==> src/rtl/seven_seg_scanner.sv <==
// Time-multiplexed driver for an 8-digit common-anode 7-segment display.
// Each digit slot is a BLANK gap (all anodes off) followed by a DRIVE phase.
// Inputs are snapshotted once per frame so a frame never shows mixed data.
module seven_seg_scanner #(
  parameter int unsigned DIGIT_CYCLES = 100000,
  parameter int unsigned BLANK_CYCLES = 1000
) (
  input  logic        HCLK,
  input  logic        HRESET,
  input  logic [31:0] digits,
  input  logic [7:0]  dp,
  input  logic [7:0]  digit_en,
  output logic [6:0]  SEG,
  output logic        DP,
  output logic [7:0]  AN,
  output logic        frame_done
);

  localparam int unsigned MAX_CYC = (DIGIT_CYCLES > BLANK_CYCLES) ? DIGIT_CYCLES : BLANK_CYCLES;
  localparam int unsigned CNT_W   = (MAX_CYC > 1) ? $clog2(MAX_CYC) : 1;

  localparam logic [CNT_W-1:0] BLANK_LAST = CNT_W'(BLANK_CYCLES - 1);
  localparam logic [CNT_W-1:0] DRIVE_LAST = CNT_W'(DIGIT_CYCLES - 1);

  typedef enum logic {
    BLANK = 1'b0,
    DRIVE = 1'b1
  } state_t;

  state_t           state_q, state_d;
  logic [2:0]       idx_q, idx_d;
  logic [CNT_W-1:0] cnt_q, cnt_d;
  logic             restart_q;
  logic             take_snap;

  logic [31:0]      snap_dig_q, snap_dig_d;
  logic [7:0]       snap_dp_q, snap_dp_d;
  logic [7:0]       snap_en_q, snap_en_d;

  logic [7:0]       an_q, an_d;
  logic [6:0]       seg_q, seg_d;
  logic             dp_q, dp_d;
  logic             frame_done_q, frame_done_d;

  logic [3:0]       cur_nibble;

  function automatic logic [6:0] hex7(input logic [3:0] v);
    logic [6:0] s;
    case (v)
      4'h0: s = 7'h40;
      4'h1: s = 7'h79;
      4'h2: s = 7'h24;
      4'h3: s = 7'h30;
      4'h4: s = 7'h19;
      4'h5: s = 7'h12;
      4'h6: s = 7'h02;
      4'h7: s = 7'h78;
      4'h8: s = 7'h00;
      4'h9: s = 7'h10;
      4'hA: s = 7'h08;
      4'hB: s = 7'h03;
      4'hC: s = 7'h46;
      4'hD: s = 7'h21;
      4'hE: s = 7'h06;
      default: s = 7'h0E;
    endcase
    return s;
  endfunction

  // Next-state, snapshot capture and next output values.
  // restart_q marks the first edge after reset: that edge is treated as the
  // entry into BLANK for idx 0, so it takes the snapshot and starts cnt at 0.
  always_comb begin
    state_d      = state_q;
    idx_d        = idx_q;
    cnt_d        = cnt_q + CNT_W'(1);
    take_snap    = 1'b0;
    frame_done_d = 1'b0;

    if (restart_q) begin
      state_d   = BLANK;
      idx_d     = 3'd0;
      cnt_d     = '0;
      take_snap = 1'b1;
    end else begin
      case (state_q)
        BLANK: begin
          if (cnt_q == BLANK_LAST) begin
            state_d = DRIVE;
            cnt_d   = '0;
          end
        end
        DRIVE: begin
          if (cnt_q == DRIVE_LAST) begin
            state_d = BLANK;
            cnt_d   = '0;
            idx_d   = idx_q + 3'd1;
            if (idx_q == 3'd7) begin
              frame_done_d = 1'b1;
              take_snap    = 1'b1;
            end
          end
        end
        default: begin
          state_d = BLANK;
          cnt_d   = '0;
        end
      endcase
    end

    snap_dig_d = snap_dig_q;
    snap_dp_d  = snap_dp_q;
    snap_en_d  = snap_en_q;
    if (take_snap) begin
      snap_dig_d = digits;
      snap_dp_d  = dp;
      snap_en_d  = digit_en;
    end

    // Entering DRIVE never coincides with a snapshot, so snap_*_q is current here.
    cur_nibble = snap_dig_q[{idx_d, 2'b00} +: 4];
    an_d  = '1;
    seg_d = '1;
    dp_d  = 1'b1;
    if (state_d == DRIVE && snap_en_q[idx_d]) begin
      an_d  = ~(8'd1 << idx_d);
      seg_d = hex7(cur_nibble);
      dp_d  = ~snap_dp_q[idx_d];
    end
  end

  // Scan FSM with registered outputs and per-frame snapshot.
  always_ff @(posedge HCLK) begin
    if (HRESET) begin
      state_q      <= BLANK;
      idx_q        <= '0;
      cnt_q        <= '0;
      restart_q    <= 1'b1;
      snap_dig_q   <= '0;
      snap_dp_q    <= '0;
      snap_en_q    <= '0;
      an_q         <= '1;
      seg_q        <= '1;
      dp_q         <= 1'b1;
      frame_done_q <= 1'b0;
    end else begin
      state_q      <= state_d;
      idx_q        <= idx_d;
      cnt_q        <= cnt_d;
      restart_q    <= 1'b0;
      snap_dig_q   <= snap_dig_d;
      snap_dp_q    <= snap_dp_d;
      snap_en_q    <= snap_en_d;
      an_q         <= an_d;
      seg_q        <= seg_d;
      dp_q         <= dp_d;
      frame_done_q <= frame_done_d;
    end
  end

  assign AN         = an_q;
  assign SEG        = seg_q;
  assign DP         = dp_q;
  assign frame_done = frame_done_q;

endmodule
==> config.mk <==
export PLATFORM = sky130hd
export DESIGN_NAME = seven_seg_scanner
export DESIGN_NICKNAME = d
export VERILOG_FILES = /design/src/rtl/seven_seg_scanner.sv
export SDC_FILE = /design/constraint.sdc
export NUM_CORES = 1
export LEC_CHECK = 0
export BUFFER_PORTS_ARGS = -buffer_cell sky130_fd_sc_hd__buf_2
export CORE_UTILIZATION = 45
export CTS_CLUSTER_SIZE = 8
export DETAILED_ROUTE_END_ITERATION = 6
export PLACE_DENSITY = 0.69
export SETUP_SLACK_MARGIN = 0.15
export SLEW_MARGIN = 20
export SYNTH_ARGS = -nofsm -noshare
export SYNTH_HDL_FRONTEND = slang
export SYNTH_SLANG_ARGS = --single-unit
==> constraint.sdc <==
create_clock -name HCLK -period 4 [get_ports HCLK]
set_input_delay 0.8 -clock HCLK [delete_from_list [all_inputs] [get_ports HCLK]]
set_output_delay 0.8 -clock HCLK [all_outputs]
set_load 0.01 [all_outputs]
==> results.md <==
* DRC Markers at 0
* Iter 0 DRT Violations at ~180
* Buffers & Inverters on Critical Path at 1
* Fin Setup TNS at 0 ps
* Full die area at 9130 um^2
* Boundary pin count at 67
* Max Clock Freq at approximately 0.29 GHz
* Clk root buf: clkbuf_8
* Dpl hpwl at 6320 um
* CP endpoint kind: register
* Yosys warns at 0
* Layout cell share with drive strength beyond 1 at 0.217
* Core Area at roughly 8300 um^2
* Crit. path cell count at 13
* Min-Delay Path Class: register to register
* Leakage at between 0.0015 and 0.002 uW
* Unrepaired setup endpoints after global routing: false
* Sequential power share at 0.555
* Syn Area/Cell at 8.58 um^2
* EDFF count, synth at 0
* Vias in the first global route at 3113
* Initial antenna violation count at 0
* GPL Wtd Cong at 0.872
* Psw at 403 uW
* Syn-to-layout area delta at 15.2%
* Grt ovf at 0
* Measured slew at the worst slew-check pin at 703 ps
* Internal power component at 1240 uW
* Tot GR Track Use at 0.207
* Post-Syn Nets at 518
* Largest net degree at the start of global routing at 54
* Logic pwr share at 0.075
* Commonest register cell after synthesis: dfxtp_1
* Power per Cell Area at roughly 360 nW/um^2
* Async SR Flop Fraction at 0
* Antenna viol nets, final at 0
* CP startpoint kind: register
* Die Y at 95.5 um
* Register area share after synthesis at 0.442
* Critical register-to-register path endpoint: SEG[3]
* Status: complete, no violations
* Initial Util at 0.472
* Hold depth at 1
* DRT Pass-1 Iters at 4
* Crit path time final at 3430 ps
* TritonCTS Buffers at 9
* FP Rows at 33
* VDD IR-drop max at 0.178 mV
* Worst slew margin at 0.531
* Synth area leaders: dfxtp_1, nand2_1, a21oi_1, mux2i_1, ha_1
* Pins over their slew limit at 0
* CTS H-Tree Depth at 3
* Reg2reg start: cnt_q[0]
* Mapped Area at 3940 um^2
* Yosys cell types at 56
* Register bit total from synthesis at 87
* Die Wd at 95.5 um
* Via density at 5.26
* Post-CTS Setup Inserts at 0
* Slowest cell delay on critical path at slightly above 600 ps
* Final core occ at 0.544
* Req. time, crit path at 4230 ps
* Worst R2R Setup Slack at 570 ps
* Synth area leader: dfxtp_1
* DR vias at 3291
* CTS tree: yes
* Hold-critical path endpoint: cnt_q[0]
* WS Path Type: register to register
* Setup Skew at 12.2 ps
* CP Cell Sequence: ha_1 -> and4_4 -> and3_4 -> nand2_1 -> a31oi_2 -> mux2i_1 -> mux2i_1 -> o22ai_1 -> inv_1 -> ha_1 -> mux2_2 -> mux2i_1 -> nand2_1
* CTS Buffer Depth at 2
* Fin crit share at 0.858
* Final Hold Violating Endpoints at 0
* HP Start: cnt_q[0]
* Clk sinks at 87
* Worst-skew pair later-pin latency at 360 ps
* Most used cell, CP: mux2i_1
* Per-cell routed wire length at 14.0 um
* Clock power frac at 0.370
* Cts hold-fix bufs at 0
* Max-cap viol count at 0
* Register-to-Register Path Depth at 13
* Post-Syn Instances at 459
* Worst EP arrival at roughly 3700 ps
* Final setup vio count at 0
* Switching share of power at 0.246
* Synth top area share at 0.442
* Crit-path leading delay family: compound AO/OA/AOI/OAI gates
* Final Net Count at 576
* WL final at around 9000 um
* Maximum fanout along the worst path at 12
* Global-route wire length before repair at roughly 15000 um
* ANT cells at 0
* Clk pin slew, worst setup/hold paths at 90 ps
* Input/output buffers at 66
* Worst path slowest cell: a31oi_2
worst reg2reg max path, stage by stage (launching register included):
cell,delay [ps]
dfxtp_1,350
ha_1,230
and4_4,300
and3_4,220
nand2_1,140
a31oi_2,610
mux2i_1,250
mux2i_1,90
o22ai_1,300
inv_1,120
ha_1,230
mux2_2,270
mux2i_1,130
nand2_1,70
routing by layer:
layer | track usage | part of all wire
met4 | 0.0796 | 0.013
met3 | 0.0327 | 0.032
met5 | 0 | 0
met2 | 0.349 | 0.48
met1 | 0.266 | 0.48
registers in the layout (all words and copies together) (netlist names):
name and cells:
frame_done 1, restart_q 1, AN 8, SEG 7, state_q 1, cnt_q 17
snap_dp_q 8, idx_q 3, snap_en_q 8, DP 1, snap_dig_q 32
what timing repair did:
item | CTS | global route
endpoints found under the hold margin | 0 | 0
resized for setup | 0 | 1
setup endpoints to repair | 0 | 3
how the worst max path moves through the flow:
stage | startpoint | end | slack, ps
2_1_floorplan | cnt_q[0] | SEG[3] | 810
3_3_place_gp | cnt_q[0] | SEG[3] | 530
3_5_place_dp | cnt_q[0] | SEG[3] | 370
4_1_cts | cnt_q[0] | SEG[3] | 360
5_1_grt | cnt_q[10] | SEG[3] | 290
6_report | cnt_q[0] | SEG[3] | 570
cell usage in the layout (no fill, tap or decap), drive strengths merged, types with 3 or more instances in the layout:
cell	instances
a21oi	56
a221o	3
a221oi	5
a31oi	3
and3	5
and4	3
buf	71
clkbuf	9
dfxtp	87
ha	9
inv	10
mux2	5
mux2i	17
nand2	125
nand3	9
nand4	4
nor2	28
nor3	6
nor4	3
o211ai	3
o21ai	9
o221ai	4
o22ai	4
or3	5
xnor2	6
xor2	7
cells in the mapped netlist (3+ instances only):
master,n
clkbuf_1,17
nand3_1,9
ha_1,9
nand4_1,4
o211ai_1,3
o22ai_1,3
a21oi_1,56
a31oi_1,3
xor2_1,7
mux2_2,3
o21ai_0,8
or3_1,5
nand2_1,125
o221ai_1,3
dfxtp_1,87
a221oi_2,3
mux2i_1,16
a221o_1,3
nor2_1,27
buf_6,6
inv_1,9
nor3_1,5
xnor2_1,6
and3_1,4
through the flow:
step                setup slack, ps  hold WS (ps)  power, uW  cell area [um^2]  std cells
floorplan                       813           413       1010              3940        459
CTS                             356           445       1650              4520        626
global placement                531           422       1050              4300        610
detailed placement              373           433       1050              4330        611
finish                          568           443       1640              4530        626
global route                    286           464       1710              4530        626
power by group through the flow:
stage	logic [uW]	registers, uW	clock network, uW
finish	123	911	607
global route	140	914	651
CTS	124	910	619
detailed placement	123	931	0
global placement	116	930	0
floorplan	81.8	924	0
logic make-up (layout without fill, tap and decap cells):
| kind of cell | after synthesis | after routing | share of synthesized area |
|---|---|---|---|
| xor gates and xnor gates | 13 | 13 | 0.0289 |
| DFF | 87 | 87 | 0.442 |
| and+or+nand+nor | 199 | 199 | 0.234 |
| buffers and inverters | 33 | 95 | 0.0439 |
| AOI/OAI and AO/OA | 96 | 96 | 0.162 |
| muxes | 22 | 22 | 0.0604 |
| adders and majority gates | 9 | 9 | 0.0286 |
cell type report:
class	instances	area [um^2]
clock inverters	6	71.3
well taps	105	131
multi-input cells	339	2040
inverters	9	33.8
fillers	808	3810
repair buffers	71	388
flip-flops and latches	87	1740
clock buffers	9	124
Power figures use the tool's default switching activity.
